File: src/rtl/pipeline_hazard_ctrl.sv
// pipeline_hazard_ctrl
//   Sequencing controller that sits beside the ID stage of a five-stage MIPS
//   pipeline. It does four jobs:
//     - stalls the front end on load-use and branch-operand hazards;
//     - flushes the wrong-path fetch on taken branches and on jumps;
//     - freezes the whole pipeline while a multi-cycle data-memory access is
//       outstanding, releasing it when the memory is ready or on timeout;
//     - keeps saturating performance counters for stall and flush cycles.
//
// Ports
//   clk_i, reset_i                pipeline clock; synchronous active-high reset
//   id_rs_i, id_rt_i              source register fields of the instruction in ID
//   id_uses_rs_i, id_uses_rt_i    the ID instruction really reads rs / rt
//   id_branch_i, id_jump_i        Beq/Bne in ID; Jump in ID
//   id_branch_taken_i             ID branch comparator result
//   ex_reg_write_i, ex_mem_read_i ID/EX RegWrite and MemRead
//   ex_dest_i                     ID/EX destination register
//   mem_mem_read_i, mem_dest_i    EX/MEM MemRead and destination register
//   mem_access_i                  EX/MEM MemRead or MemWrite
//   dmem_ready_i                  data memory access complete
//   pc_write_o .. exmem_write_o   stage register write enables
//   ifid_flush_o                  zero IF/ID
//   idex_bubble_o, memwb_bubble_o load NOP controls into ID/EX, MEM/WB
//   dmem_req_o                    one-cycle access start pulse
//   mem_timeout_o                 sticky flag: a wait ended without ready
//   stall_count_o, flush_count_o  saturating performance counters
//
// States
//   RUN      | normal flow; hazards stall, redirects flush, mem_access issues
//   MEM_WAIT | access outstanding; pipeline frozen until ready or timeout
module pipeline_hazard_ctrl #(
  parameter int unsigned TIMEOUT = 15,
  parameter int unsigned CNT_W   = 16
) (
  input  logic             clk_i,
  input  logic             reset_i,
  input  logic [4:0]       id_rs_i,
  input  logic [4:0]       id_rt_i,
  input  logic             id_uses_rs_i,
  input  logic             id_uses_rt_i,
  input  logic             id_branch_i,
  input  logic             id_jump_i,
  input  logic             id_branch_taken_i,
  input  logic             ex_reg_write_i,
  input  logic             ex_mem_read_i,
  input  logic [4:0]       ex_dest_i,
  input  logic             mem_mem_read_i,
  input  logic [4:0]       mem_dest_i,
  input  logic             mem_access_i,
  input  logic             dmem_ready_i,
  output logic             pc_write_o,
  output logic             ifid_write_o,
  output logic             idex_write_o,
  output logic             exmem_write_o,
  output logic             ifid_flush_o,
  output logic             idex_bubble_o,
  output logic             memwb_bubble_o,
  output logic             dmem_req_o,
  output logic             mem_timeout_o,
  output logic [CNT_W-1:0] stall_count_o,
  output logic [CNT_W-1:0] flush_count_o
);

  localparam int unsigned TW = (TIMEOUT < 2) ? 1 : $clog2(TIMEOUT + 1);
  localparam logic [TW-1:0] TIMER_LOAD = TW'(TIMEOUT);

  typedef enum logic {
    RUN      = 1'b0,
    MEM_WAIT = 1'b1
  } state_e;

  state_e           state_q, state_d;
  // Wait budget counts down from TIMEOUT; reaching zero means the wait has
  // already spent TIMEOUT cycles, i.e. the elapsed count equals TIMEOUT.
  logic [TW-1:0]    timer_q, timer_d;
  logic             timeout_q, timeout_d;
  logic [CNT_W-1:0] stall_cnt_q, stall_cnt_d;
  logic [CNT_W-1:0] flush_cnt_q, flush_cnt_d;

  logic ex_rs, ex_rt, mem_rs, mem_rt;
  logic load_use, br_ex, br_mem, hazard, redirect;
  logic advance;

  // Register 0 is hardwired, so a write to it never creates a dependency.
  assign ex_rs  = id_uses_rs_i & ex_reg_write_i & (ex_dest_i != 5'd0) & (ex_dest_i == id_rs_i);
  assign ex_rt  = id_uses_rt_i & ex_reg_write_i & (ex_dest_i != 5'd0) & (ex_dest_i == id_rt_i);
  assign mem_rs = id_uses_rs_i & mem_mem_read_i & (mem_dest_i != 5'd0) & (mem_dest_i == id_rs_i);
  assign mem_rt = id_uses_rt_i & mem_mem_read_i & (mem_dest_i != 5'd0) & (mem_dest_i == id_rt_i);

  assign load_use = ex_mem_read_i & (ex_rs | ex_rt);
  assign br_ex    = id_branch_i & (ex_rs | ex_rt);
  assign br_mem   = id_branch_i & (mem_rs | mem_rt);
  assign hazard   = load_use | br_ex | br_mem;
  assign redirect = id_jump_i | (id_branch_i & id_branch_taken_i);

  always_comb begin
    state_d        = state_q;
    timer_d        = timer_q;
    timeout_d      = timeout_q;
    advance        = 1'b0;
    pc_write_o     = 1'b1;
    ifid_write_o   = 1'b1;
    idex_write_o   = 1'b1;
    exmem_write_o  = 1'b1;
    ifid_flush_o   = 1'b0;
    idex_bubble_o  = 1'b0;
    memwb_bubble_o = 1'b0;
    dmem_req_o     = 1'b0;

    if (reset_i) begin
      pc_write_o     = 1'b0;
      ifid_write_o   = 1'b0;
      idex_write_o   = 1'b0;
      exmem_write_o  = 1'b0;
      idex_bubble_o  = 1'b1;
      memwb_bubble_o = 1'b1;
      state_d        = RUN;
    end else begin
      unique case (state_q)
        RUN: begin
          // A new access outranks hazards and redirects: everything freezes.
          if (mem_access_i) begin
            dmem_req_o = 1'b1;
            state_d    = MEM_WAIT;
            timer_d    = TIMER_LOAD;
          end else begin
            advance = 1'b1;
          end
        end
        MEM_WAIT: begin
          if (dmem_ready_i || (timer_q == '0)) begin
            advance = 1'b1;
            state_d = RUN;
            if (!dmem_ready_i) timeout_d = 1'b1;
          end else begin
            timer_d = timer_q - TW'(1);
          end
        end
        default: state_d = RUN;
      endcase

      if (!advance) begin
        pc_write_o     = 1'b0;
        ifid_write_o   = 1'b0;
        idex_write_o   = 1'b0;
        exmem_write_o  = 1'b0;
        memwb_bubble_o = 1'b1;
      end else if (hazard) begin
        pc_write_o    = 1'b0;
        ifid_write_o  = 1'b0;
        idex_bubble_o = 1'b1;
      end else if (redirect) begin
        ifid_flush_o = 1'b1;
      end
    end
  end

  assign stall_cnt_d = (!pc_write_o && (stall_cnt_q != '1)) ? stall_cnt_q + CNT_W'(1) : stall_cnt_q;
  assign flush_cnt_d = (ifid_flush_o && (flush_cnt_q != '1)) ? flush_cnt_q + CNT_W'(1) : flush_cnt_q;

  always_ff @(posedge clk_i) begin
    if (reset_i) begin
      state_q     <= RUN;
      timer_q     <= '0;
      timeout_q   <= 1'b0;
      stall_cnt_q <= '0;
      flush_cnt_q <= '0;
    end else begin
      state_q     <= state_d;
      timer_q     <= timer_d;
      timeout_q   <= timeout_d;
      stall_cnt_q <= stall_cnt_d;
      flush_cnt_q <= flush_cnt_d;
    end
  end

  assign mem_timeout_o = timeout_q;
  assign stall_count_o = stall_cnt_q;
  assign flush_count_o = flush_cnt_q;

endmodule

File: config.mk
export PLATFORM = sky130hd
export DESIGN_NAME = pipeline_hazard_ctrl
export DESIGN_NICKNAME = d
export VERILOG_FILES = /design/src/rtl/pipeline_hazard_ctrl.sv
export SDC_FILE = /design/constraint.sdc
export NUM_CORES = 1
export LEC_CHECK = 0
export BUFFER_PORTS_ARGS = -buffer_cell sky130_fd_sc_hd__buf_2
export CAP_MARGIN = 20
export CORE_MARGIN = 4
export CORE_UTILIZATION = 40
export CTS_BUF_LIST = sky130_fd_sc_hd__clkbuf_8
export DETAILED_ROUTE_END_ITERATION = 8
export HOLD_SLACK_MARGIN = 0.08
export PLACE_DENSITY = 0.64
export RECOVER_POWER = 100
export SETUP_SLACK_MARGIN = 0.4
export SYNTH_ARGS = -nofsm -noshare
export SYNTH_HDL_FRONTEND = slang
export SYNTH_SLANG_ARGS = --single-unit
export TNS_END_PERCENT = 100
File: constraint.sdc
create_clock -name clk_i -period 2.3 [get_ports clk_i]
set_input_delay 0.345 -clock clk_i [delete_from_list [all_inputs] [get_ports clk_i]]
set_output_delay 0.345 -clock clk_i [all_outputs]
set_load 0.01 [all_outputs]
==> impl_metrics.env <==
export IMPL_path_delay_family="buffers and inverters"
export IMPL_synth_async_sr_flop_share_pct=0
export IMPL_numClockSinks=38
export IMPL_critPathMaxFanout=5
export IMPL_yosysUniqueCellTypes=43
export IMPL_track_usage_pct=17.9
export IMPL_worst_slack_ns=0.107
export IMPL_reg2reg_to="stall_count_o[7]"
export IMPL_worstMarginPinSlew_ns=0.559
export IMPL_core_area_mm2=0.00547
export IMPL_holdWs_ns=0.409
export IMPL_yosys_warnings=0
export IMPL_reg2reg_depth=12
export IMPL_postSynthNetCount=309
export IMPL_outcome="complete, no violations"
export IMPL_worstSetupPathType="flop to output port"
export IMPL_clk_path_buf_depth=2
export IMPL_cp_arrival_ns=1.85
export IMPL_ctsHoldBuffers=0
export IMPL_post_drt_wl_per_cell_um=15.2
export IMPL_relSlewSlack_pct=62.7
export IMPL_fin_crit_ns=2.19
export IMPL_worst_path_buf_inv=5
export IMPL_p_total_uw=1600
export IMPL_reg2reg_setup_slack_ns=0.11
export IMPL_syn_to_final_growth_pct=44.2
export IMPL_ctsRootBufferMaster="clkbuf_8"
export IMPL_fin_nets=401
export IMPL_critPathSlowestCell="dfxtp_2"
export IMPL_period_share_pct=95.3
export IMPL_place_ws_ns=0.0943
export IMPL_first_pass_iters=4
export IMPL_worstHoldPathCells=3
export IMPL_startpoint_type="flop"
export IMPL_grt_max_degree=39
export IMPL_cts_buffers=5
export IMPL_maxCapViolCount=0
export IMPL_antenna_found_initial=0
export IMPL_power_density_mw_per_mm2=492
export IMPL_layout_drive_gt1_share_pct=32.2
export IMPL_synth_flop_cell="dfxtp_1"
export IMPL_finalHoldViolCount=0
export IMPL_hpwl_um=4330
export IMPL_htree_levels=2
export IMPL_crit_start="timer_q[1]"
export IMPL_syn_area_mm2=0.00225
export IMPL_setup_violations=0
export IMPL_rsz0062_at_grt="true"
export IMPL_grt_pass1_vias=2197
export IMPL_r2r_start="timer_q[1]"
export IMPL_cp_required_ns=1.96
export IMPL_num_fill_cells=514
export IMPL_dr_total_vias=2472
export IMPL_clk_pin_slew_ns=0.07
export IMPL_yosysSeqAreaShare_pct=33.9
export IMPL_fmax_ghz=0.456
export IMPL_drc=0
export IMPL_grt_pass1_wl_um=10400
export IMPL_num_antenna_cells=0
export IMPL_gp_congestion=0.823
export IMPL_portBuffers=72
export IMPL_endpoint_kind="output port"
export IMPL_skew_ns=0.00368
export IMPL_io_pins=73
export IMPL_die_h_um=83.0
export IMPL_critPathMaxStageDelay_ns=0.33
export IMPL_drtIter0Drc=150
export IMPL_dieArea_mm2=0.00688
export IMPL_gr_total_overflow=0
export IMPL_cp_common_cell="inv_4"
export IMPL_irDropWorstVdd_v=0.000297
export IMPL_insertion_delay_ns=0.29
export IMPL_die_w_um=83.0
export IMPL_post_route_util_pct=59.2
export IMPL_vias_per_cell=5.63
export IMPL_start_util_pct=41.1
export IMPL_cts_tree="built"
export IMPL_power_leakage_uw=0.00113
export IMPL_final_max_slew_viol_count=0
export IMPL_path_depth=10
export IMPL_wirelength_um=6690
export IMPL_syn_avg_cell_area_um2=8.20
export IMPL_antenna_left=0
export IMPL_tns_ns=0
export IMPL_hp_class="primary input to flop"
export IMPL_synth_edff_count=0
export IMPL_cp_endpoint="pc_write_o"
export IMPL_syn_inst=274
export IMPL_rows=27
export IMPL_path_cells="inv_2, ha_4, nor3b_4, o21ai_2, nand2b_4, inv_4, o221ai_4, inv_4, buf_12, buf_6"
export IMPL_ys_seq_elements=38
==> routing by layer <==
layer  share of wire, %  global-route usage, %
met2                 49                   28.9
met1                 44                   24.0
met3                6.2                   4.86
met5                  0                      0
met4               0.88                   3.86
==> through the flow <==
stage / cells / instance area, µm²
after CTS: 428 / 3070
after detailed placement: 412 / 2790
after floorplan: 274 / 2370
after global routing: 439 / 3240
after global placement: 412 / 2790
final: 439 / 3240
==> synth_stat cells, drive strengths merged, types with 2 or more instances <==
master	number	share of area, %
dfxtp	38	34
o21ai	10	2.4
o311ai	3	1.2
nor2	14	2.3
nand4	11	3.1
or3	5	1.4
xnor2	20	7.8
nor3	4	0.89
mux2	3	1.5
clkbuf	7	1.2
nor2b	3	0.84
buf	10	3.2
nand3	17	3.8
or4	21	7.0
and2	4	1.1
inv	10	1.7
o41ai	3	1.2
or2	2	0.56
o22a	3	1.2
o31ai	19	6.3
ha	3	1.7
and4	2	0.78
and3	3	0.84
nand2b	3	0.84
a21oi	28	6.2
nand2	18	3.0
==> logic make-up after synthesis <==
logic type | share of synthesized area, %
xor gates and xnor gates | 8.19
muxes | 1.95
adders and majority gates | 1.67
buffers and inverters | 6.07
and+or+nand+nor | 27.7
AOI/OAI and AO/OA | 20.5
DFF | 33.9
==> flip-flops by register name (all words and copies together) (netlist names) <==
name,flops
stall_count_o,16
flush_count_o,16
mem_timeout_o,1
timer_q,4
state_q,1
==> tightest hold or removal path: cells and delay by family <==
family	cells	cell delay (ns)
buffers and inverters	1	0.07
and+or+nand+nor	1	0.11
AOI/OAI and AO/OA	1	0.14
==> layout make-up <==
cell class | instances | area, µm² | share of cell area [%]
sequential | 38 | 763 | 23.6
timing repair buffer | 101 | 683 | 21.1
tap | 72 | 90.1 | 2.78
clock buffer | 8 | 110 | 3.40
multi-input combinational | 210 | 1550 | 47.9
inverter | 10 | 42.5 | 1.31
==> cell usage in the layout, fill, tap and decap left out, drive strengths merged, types with 11 or more instances in the layout <==
| master | instances |
|---|---|
| a21oi | 28 |
| buf | 67 |
| clkbuf | 41 |
| dfxtp | 38 |
| nand2 | 18 |
| nand3 | 17 |
| nand4 | 11 |
| nor2 | 14 |
| o31ai | 19 |
| or4 | 21 |
| xnor2 | 20 |
==> report_power, final <==
group / internal, µW / total [µW] / leakage, µW / switching [µW]
clock: 303 / 546 / 0.0000575 / 243
combinational: 186 / 356 / 0.000768 / 170
sequential: 675 / 693 / 0.000309 / 18.6
==> worst min path at each step <==
stage                        from             to  slack (ns)
CTS                  dmem_ready_i     timer_q[2]        0.40
floorplan                 state_q     timer_q[1]        0.47
global route         mem_access_i     timer_q[3]        0.44
detailed placement  mem_timeout_o  mem_timeout_o        0.46
global placement    mem_timeout_o  mem_timeout_o        0.45
finish               mem_access_i     timer_q[3]        0.41
==> repair_timing <==
item / in CTS / in global routing
setup buffers: 6 / 9
resized for setup: 13 / 28
setup endpoints to repair: 31 / 38
pin swaps: 7 / 9
cloned: 2 / 2
Note: power is estimated with default switching activity, not from simulation.
